<file path="src/rtl/maxpool_seq_ctrl_if.sv">
// Memory and pooling-datapath port bundle for maxpool_seq_ctrl.
// A *_req is held with stable address/data until its *_gnt is seen high on a rising edge
// (transfer happens on that edge); rd_rvalid qualifies rd_rdata for exactly one cycle.
interface maxpool_seq_ctrl_if #(
    parameter int ADDR_W = 64
);
    logic              rd_req;
    logic [ADDR_W-1:0] rd_addr;
    logic              rd_gnt;
    logic              rd_rvalid;
    logic [191:0]      rd_rdata;
    logic [383:0]      pool_rdata;
    logic [95:0]       pool_wdata;
    logic              wr_req;
    logic [ADDR_W-1:0] wr_addr;
    logic [95:0]       wr_data;
    logic              wr_gnt;

    modport master (
        output rd_req, rd_addr, pool_rdata, wr_req, wr_addr, wr_data,
        input  rd_gnt, rd_rvalid, rd_rdata, pool_wdata, wr_gnt
    );

    modport slave (
        input  rd_req, rd_addr, pool_rdata, wr_req, wr_addr, wr_data,
        output rd_gnt, rd_rvalid, rd_rdata, pool_wdata, wr_gnt
    );
endinterface

</file>
<file path="src/rtl/maxpool_seq_ctrl.sv">
// Sequencer for a 2x2 stride-2 int16 max-pool: walks row pairs and chunks, fetching
// top/bottom 192-bit chunks for the datapath and writing back its 96-bit result.
module maxpool_seq_ctrl #(
    parameter int ADDR_W = 64,
    parameter int DIM_W  = 16
) (
    input  logic              clock,
    input  logic              reset,
    input  logic              start,
    input  logic [ADDR_W-1:0] src_base,
    input  logic [ADDR_W-1:0] dst_base,
    input  logic [ADDR_W-1:0] src_stride,
    input  logic [ADDR_W-1:0] dst_stride,
    input  logic [DIM_W-1:0]  out_rows,
    input  logic [DIM_W-1:0]  chunks,
    output logic              busy,
    output logic              done,
    output logic [2:0]        state_dbg,
    maxpool_seq_ctrl_if.master mem
);

    typedef enum logic [2:0] {
        S_IDLE, S_RD_TOP, S_WAIT_TOP, S_RD_BOT, S_WAIT_BOT, S_WR, S_FIN
    } state_t;

    state_t            state, state_n;
    logic [ADDR_W-1:0] src_stride_q, dst_stride_q;
    logic [DIM_W-1:0]  rows_q, chunks_q, r, c;
    logic [ADDR_W-1:0] src_row, src_cur, dst_row, dst_cur;
    logic [383:0]      pool_q;
    logic              last_chunk, last_row;

    assign last_chunk    = (c == chunks_q - DIM_W'(1));
    assign last_row      = (r == rows_q - DIM_W'(1));
    assign state_dbg     = state;
    assign mem.pool_rdata = pool_q;
    // pool_wdata depends only on the registered pool_q, so it is stable across WR.
    assign mem.wr_data   = mem.pool_wdata;

    always_comb begin
        state_n     = state;
        mem.rd_req  = 1'b0;
        mem.rd_addr = '0;
        mem.wr_req  = 1'b0;
        mem.wr_addr = '0;
        case (state)
            S_IDLE: begin
                if (start) begin
                    state_n = (out_rows == '0 || chunks == '0) ? S_FIN : S_RD_TOP;
                end
            end
            S_RD_TOP: begin
                mem.rd_req  = 1'b1;
                mem.rd_addr = src_cur;
                if (mem.rd_gnt) state_n = S_WAIT_TOP;
            end
            S_WAIT_TOP: begin
                if (mem.rd_rvalid) state_n = S_RD_BOT;
            end
            S_RD_BOT: begin
                mem.rd_req  = 1'b1;
                mem.rd_addr = src_cur + src_stride_q;
                if (mem.rd_gnt) state_n = S_WAIT_BOT;
            end
            S_WAIT_BOT: begin
                if (mem.rd_rvalid) state_n = S_WR;
            end
            S_WR: begin
                mem.wr_req  = 1'b1;
                mem.wr_addr = dst_cur;
                if (mem.wr_gnt) state_n = (last_chunk && last_row) ? S_FIN : S_RD_TOP;
            end
            S_FIN:   state_n = S_IDLE;
            default: state_n = S_IDLE;
        endcase
    end

    always_ff @(posedge clock) begin
        if (reset) begin
            state        <= S_IDLE;
            busy         <= 1'b0;
            done         <= 1'b0;
            src_stride_q <= '0;
            dst_stride_q <= '0;
            rows_q       <= '0;
            chunks_q     <= '0;
            r            <= '0;
            c            <= '0;
            src_row      <= '0;
            src_cur      <= '0;
            dst_row      <= '0;
            dst_cur      <= '0;
            pool_q       <= '0;
        end else begin
            state <= state_n;
            done  <= (state == S_FIN);
            if (state == S_IDLE && start) begin
                busy         <= 1'b1;
                src_stride_q <= src_stride;
                dst_stride_q <= dst_stride;
                rows_q       <= out_rows;
                chunks_q     <= chunks;
                r            <= '0;
                c            <= '0;
                src_row      <= src_base;
                src_cur      <= src_base;
                dst_row      <= dst_base;
                dst_cur      <= dst_base;
            end
            if (state == S_FIN) busy <= 1'b0;
            if (state == S_WAIT_TOP && mem.rd_rvalid) pool_q[191:0]   <= mem.rd_rdata;
            if (state == S_WAIT_BOT && mem.rd_rvalid) pool_q[383:192] <= mem.rd_rdata;
            // Addresses advance incrementally: 24 bytes per input chunk, 12 per output chunk,
            // and two source rows per output row.
            if (state == S_WR && mem.wr_gnt) begin
                if (!last_chunk) begin
                    c       <= c + DIM_W'(1);
                    src_cur <= src_cur + ADDR_W'(24);
                    dst_cur <= dst_cur + ADDR_W'(12);
                end else if (!last_row) begin
                    c       <= '0;
                    r       <= r + DIM_W'(1);
                    src_row <= src_row + (src_stride_q << 1);
                    src_cur <= src_row + (src_stride_q << 1);
                    dst_row <= dst_row + dst_stride_q;
                    dst_cur <= dst_row + dst_stride_q;
                end
            end
        end
    end

endmodule

</file>
<file path="src/flat_wrapper.sv">
// flat-port wrapper written by rule: the top's interface ports become plain ports
module maxpool_seq_ctrl_flat 
#(
    parameter int ADDR_W = 64,
    parameter int DIM_W  = 16
)
  (clock, reset, start, src_base, dst_base, src_stride, dst_stride, out_rows, chunks, busy, done, state_dbg, mem_rd_req, mem_rd_addr, mem_pool_rdata, mem_wr_req, mem_wr_addr, mem_wr_data, mem_rd_gnt, mem_rd_rvalid, mem_rd_rdata, mem_pool_wdata, mem_wr_gnt);
  maxpool_seq_ctrl_if #(.ADDR_W(ADDR_W)) mem_i ();
  input  logic clock;
  input  logic reset;
  input  logic start;
  input  logic [ADDR_W-1:0] src_base;
  input  logic [ADDR_W-1:0] dst_base;
  input  logic [ADDR_W-1:0] src_stride;
  input  logic [ADDR_W-1:0] dst_stride;
  input  logic [DIM_W-1:0] out_rows;
  input  logic [DIM_W-1:0] chunks;
  output logic busy;
  output logic done;
  output logic [2:0] state_dbg;
  output wire logic [$bits(mem_i.rd_req)-1:0] mem_rd_req;
  output wire logic [$bits(mem_i.rd_addr)-1:0] mem_rd_addr;
  output wire logic [$bits(mem_i.pool_rdata)-1:0] mem_pool_rdata;
  output wire logic [$bits(mem_i.wr_req)-1:0] mem_wr_req;
  output wire logic [$bits(mem_i.wr_addr)-1:0] mem_wr_addr;
  output wire logic [$bits(mem_i.wr_data)-1:0] mem_wr_data;
  input wire logic [$bits(mem_i.rd_gnt)-1:0] mem_rd_gnt;
  input wire logic [$bits(mem_i.rd_rvalid)-1:0] mem_rd_rvalid;
  input wire logic [$bits(mem_i.rd_rdata)-1:0] mem_rd_rdata;
  input wire logic [$bits(mem_i.pool_wdata)-1:0] mem_pool_wdata;
  input wire logic [$bits(mem_i.wr_gnt)-1:0] mem_wr_gnt;
  assign mem_rd_req = mem_i.rd_req;
  assign mem_rd_addr = mem_i.rd_addr;
  assign mem_pool_rdata = mem_i.pool_rdata;
  assign mem_wr_req = mem_i.wr_req;
  assign mem_wr_addr = mem_i.wr_addr;
  assign mem_wr_data = mem_i.wr_data;
  assign mem_i.rd_gnt = mem_rd_gnt;
  assign mem_i.rd_rvalid = mem_rd_rvalid;
  assign mem_i.rd_rdata = mem_rd_rdata;
  assign mem_i.pool_wdata = mem_pool_wdata;
  assign mem_i.wr_gnt = mem_wr_gnt;
  maxpool_seq_ctrl #(.ADDR_W(ADDR_W), .DIM_W(DIM_W)) u_core (.clock(clock), .reset(reset), .start(start), .src_base(src_base), .dst_base(dst_base), .src_stride(src_stride), .dst_stride(dst_stride), .out_rows(out_rows), .chunks(chunks), .busy(busy), .done(done), .state_dbg(state_dbg), .mem(mem_i));
endmodule
</file>
<file path="config.mk">
export PLATFORM = sky130hd
export DESIGN_NAME = maxpool_seq_ctrl_flat
export DESIGN_NICKNAME = d
export VERILOG_FILES = /design/src/rtl/maxpool_seq_ctrl_if.sv /design/src/rtl/maxpool_seq_ctrl.sv /design/src/flat_wrapper.sv
export SDC_FILE = /design/constraint.sdc
export NUM_CORES = 2
export LEC_CHECK = 0
export CAP_MARGIN = 20
export CORE_AREA = 5 5 468 470
export DETAILED_ROUTE_END_ITERATION = 6
export DIE_AREA = 0 0 473 475
export HOLD_SLACK_MARGIN = 0.12
export PLACE_DENSITY = 0.41
export SLEW_MARGIN = 10
export SYNTH_ARGS = -nofsm -noshare
export SYNTH_HDL_FRONTEND = slang
export SYNTH_SLANG_ARGS = --single-unit
</file>
<file path="constraint.sdc">
create_clock -name clock -period 7.15 [get_ports clock]
set_clock_uncertainty 0.15 [all_clocks]
set_input_delay 1.7875 -clock clock [delete_from_list [all_inputs] [get_ports clock]]
set_output_delay 1.7875 -clock clock [all_outputs]
set_load 0.005 [all_outputs]
</file>
==> impl_results.md <==
* WP depth at 18
* Antenna violations before repair at 96
* TritonCTS Buffers at roughly 110
* Post-synthesis sequential area ratio at 0.347
* Number of global-route vias before repair at 50,529
* Yosys Warn Count at 0
* Clock Latency Late Sink at roughly 0.77 ns
* Root Driver: clkbuf_16
* Area after DPL at between 60,000 and 70,000 um2
* Final Cell Area at 64,500 um2
* DIE HEIGHT at about 480 um
* Routed wire per std cell at 26.8 um
* Gate Count Post-Synth at around 6,700
* Kind of critical path: flop to output pin
* Clock buffer depth at 3
* Max-cap violations at 0
* CTS clk-pin slew, worst paths at ~0.060 ns
* Crit-path cells: ha_2, inv_1, fa_1, nand2b_1, a21oi_2, a41oi_2, o31ai_2, buf_4, a31oi_1, buf_4, o41a_1, o41ai_2, buf_4, a21boi_1, xnor2_1, mux2i_1, nor2_1, clkdlybuf4s50_1
* Final Slew Violations at 0
* Syn-to-layout area delta at 33.5%
* HP Class: flop to flop
* Rows at 170
* Syn_area_per_cell at 7.23 um2
* Post-detail-place hpwl at about 210,000 um
* Status: finished, violations left
* Most frequent cells in the layout: nand2_1, a21oi_1, clkdlybuf4s50_1
* Synthesized flop and latch total at around 840
* Slew headroom at 0.163
* H-tree lvl count at 3
* Worst path max stage delay at between 0.5 and 0.6 ns
* Design Power at approximately 0.015 W
* Worst Reg2Reg Path Length in Cells at 14
* Crit path DAT at approximately 5 ns
* Primary FF master, synth: dfxtp_1
* CTS sink cnt at 837
* Die Width at around 470 um
* Unique cell type count in the Yosys netlist at 92
* Final hold violation count at 0
* Largest net degree at the start of global routing at about 190
* Total gr overflow at 0
* Endpoints failing setup at 0
* Core area at 214,000 um2
* Worst EP required at roughly 5.2 ns
* Iter 0 DRT Violations at around 3,800
* Nets at ~8,100
* Most common cell after layout, fill and taps aside: nand2_1
* Share of layout cells above drive strength 1 at 0.0494
* Reg2Reg Capture Point: u_core.dst_row[56]$_SDFF_PP0_
* DRT Pass-1 Iters at 7
* Reg area at 16,800 um2
* CP Capture Point: mem_rd_addr[58]
* Failing checks: DRC
* RR Startpoint: u_core.chunks_q[0]$_SDFFE_PP0P_
* EDFF count, synth at 0
* Gpl congestion at about 0.90
* Area of the multi-input gates at about 29,000 um2
* Top Family by Delay on Critical Path: compound AO/OA/AOI/OAI gates
* IO Pins at ~1,200
* Worst path buffer plus inverter count at 5
* Leak at ~23 nW
* Global-route wire length before repair at about 380,000 um
* Final period utilization at 0.970
* Post-route ant nets at 0
* CP Launch Type: flop
* Number of remaining DRC errors at 2
* Post-Route WL at roughly 280,000 um
* CP most frequent cell: buf_4
* R2r setup slk at about 1.5 ns
* CTS hold repair buffers at 0
* Mapped Area at about 48,000 um2
* Peak Freq at approximately 0.14 GHz
* Vias/cell at between 5 and 6
* CTS tree: yes
* Starting Density at 0.226
* Max VDD drop at about 0.21 mV
* Fill cell count at between 20,000 and 25,000
* Slowest cell on the critical path: clkdlybuf4s50_1
* Total Die Area at ~220,000 um2
* I/O Buffers at 1,004
* Worst Setup SP: u_core.src_stride_q[0]$_SDFFE_PP0P_
* Tmin final at about 6.9 ns
* CP endpoint kind: output pin
* Worst-path fanout max at 3
* FFs w/ async S/R, synth at 0
* P per Cell Area at between 200 and 250 nW/um2
* Overall routing resource usage at 0.233
* Worst Max-Slew Pin Slew at between 1 and 1.5 ns
* Vias at about 52,000
* Mapped Nets at approximately 7,500
* RSZ-0062 raised after global routing: true
[timing repair]
action	in CTS	in global routing
gates resized for setup	9	4
setup endpoints to repair	10	10
gates cloned	0	0
buffers inserted	4	2
pin swaps	5	3
[area by class of cell]
cell class / instances / area share
Tap cell: 2838 / 0.0550
Multi-Input combinational cell: 5206 / 0.448
Inverter: 85 / 0.00497
Clock buffer: 153 / 0.0486
Clock inverter: 48 / 0.0121
Sequential cell: 837 / 0.260
Timing Repair Buffer: 1106 / 0.170
Antenna cell: 36 / 0.00140
[through the flow]
stage / setup slack (ns) / utilization / hold slack, ns / setup TNS [ns] / instances
finish: 0.218 / 0.301 / 0.303 / 0 / 10309
global route: -0.0966 / 0.301 / 0.318 / -0.156 / 10298
CTS: 0.00716 / 0.301 / 0.304 / 0 / 10270
detailed placement: 0.267 / 0.282 / 0.296 / 0 / 10065
global placement: 0.137 / 0.282 / 0.291 / 0 / 10065
floorplan: 1.43 / - / 0.287 / 0 / 6682
[cell usage after synthesis (45+ instances only)]
library cell / count / area share
a211oi_1: 101 / 0.016
a21o_1: 121 / 0.019
a21oi_1: 1006 / 0.10
a31oi_1: 75 / 0.0097
and2_1: 118 / 0.015
and3_1: 86 / 0.011
buf_4: 97 / 0.015
clkbuf_1: 409 / 0.032
dfxtp_1: 837 / 0.35
ha_1: 194 / 0.050
inv_1: 84 / 0.0065
mux2i_1: 56 / 0.012
nand2_1: 1725 / 0.13
nand3_1: 125 / 0.013
nand4_1: 93 / 0.012
nor2_1: 343 / 0.027
nor3_1: 72 / 0.0075
o21ai_0: 299 / 0.031
o21bai_1: 45 / 0.0070
xnor2_1: 176 / 0.032
xor2_1: 100 / 0.018
[registers in the layout (all words and copies together) (netlist names)]
name                   cells
u_core.mem.pool_rdata    384
u_core.dst_cur            64
u_core.dst_row            64
u_core.dst_stride_q       64
u_core.src_cur            64
u_core.src_row            64
u_core.src_stride_q       64
u_core.c                  16
u_core.chunks_q           16
u_core.r                  16
u_core.rows_q             16
u_core.state_dbg           3
u_core.busy                1
u_core.done                1
[worst min path at each step]
stage	startpoint	endpoint	slack [ns]	cells past startpoint
after detailed placement	u_core.mem.pool_rdata[243]$_SDFFE_PP0P_	u_core.mem.pool_rdata[243]$_SDFFE_PP0P_	0.30	2
final	u_core.mem.pool_rdata[173]$_SDFFE_PP0P_	u_core.mem.pool_rdata[173]$_SDFFE_PP0P_	0.30	2
after global placement	u_core.mem.pool_rdata[349]$_SDFFE_PP0P_	u_core.mem.pool_rdata[349]$_SDFFE_PP0P_	0.29	2
after CTS	u_core.mem.pool_rdata[243]$_SDFFE_PP0P_	u_core.mem.pool_rdata[243]$_SDFFE_PP0P_	0.30	2
after global routing	u_core.mem.pool_rdata[203]$_SDFFE_PP0P_	u_core.mem.pool_rdata[203]$_SDFFE_PP0P_	0.32	2
after floorplan	u_core.src_row[0]$_SDFFE_PP0P_	u_core.src_row[0]$_SDFFE_PP0P_	0.29	2
[logic make-up (layout without fill, tap and decap cells)]
logic type / Yosys count / after routing / synth area share
simple gates: 2742 / 2742 / 0.246
compound gates: 1931 / 1931 / 0.235
flops: 837 / 837 / 0.347
buf+inv: 639 / 1392 / 0.0580
xor+xnor: 276 / 276 / 0.0500
fa+ha+maj: 197 / 197 / 0.0515
mux: 60 / 60 / 0.0125
other cells: 0 / 36 / 0
[worst reg2reg max path, cell delays in order, from the launching register on]
cell and delay [ns]:
dfxtp_1 0.36, inv_1 0.08, ha_1 0.21, or4b_1 0.66, nor4b_1 0.56, mux2_2 0.39, mux2i_1 0.20, o2111a_2 0.28
nand2_2 0.46, nor3_4 0.39, buf_4 0.53, nand2_1 0.73, nor3_1 0.45, nor3_1 0.09, nand3_1 0.09
[routing by layer]
| layer | GRT usage | vias up | share of wire |
|---|---|---|---|
| met1 | 0.273 | 24927 | 0.40 |
| met2 | 0.402 | 1860 | 0.48 |
| met3 | 0.0711 | 441 | 0.082 |
| met5 | 0 | - | 0.00049 |
| li1 | - | 24470 | - |
| met4 | 0.0861 | 22 | 0.036 |
[where the power goes]
group	total, W	switching (W)	internal (W)
clock network	0.00603	0.00249	0.00355
registers	0.00544	0.000431	0.00501
logic	0.00381	0.00239	0.00143
total	0.0153	0.00530	0.00998
(Power assumes the default switching activity.)
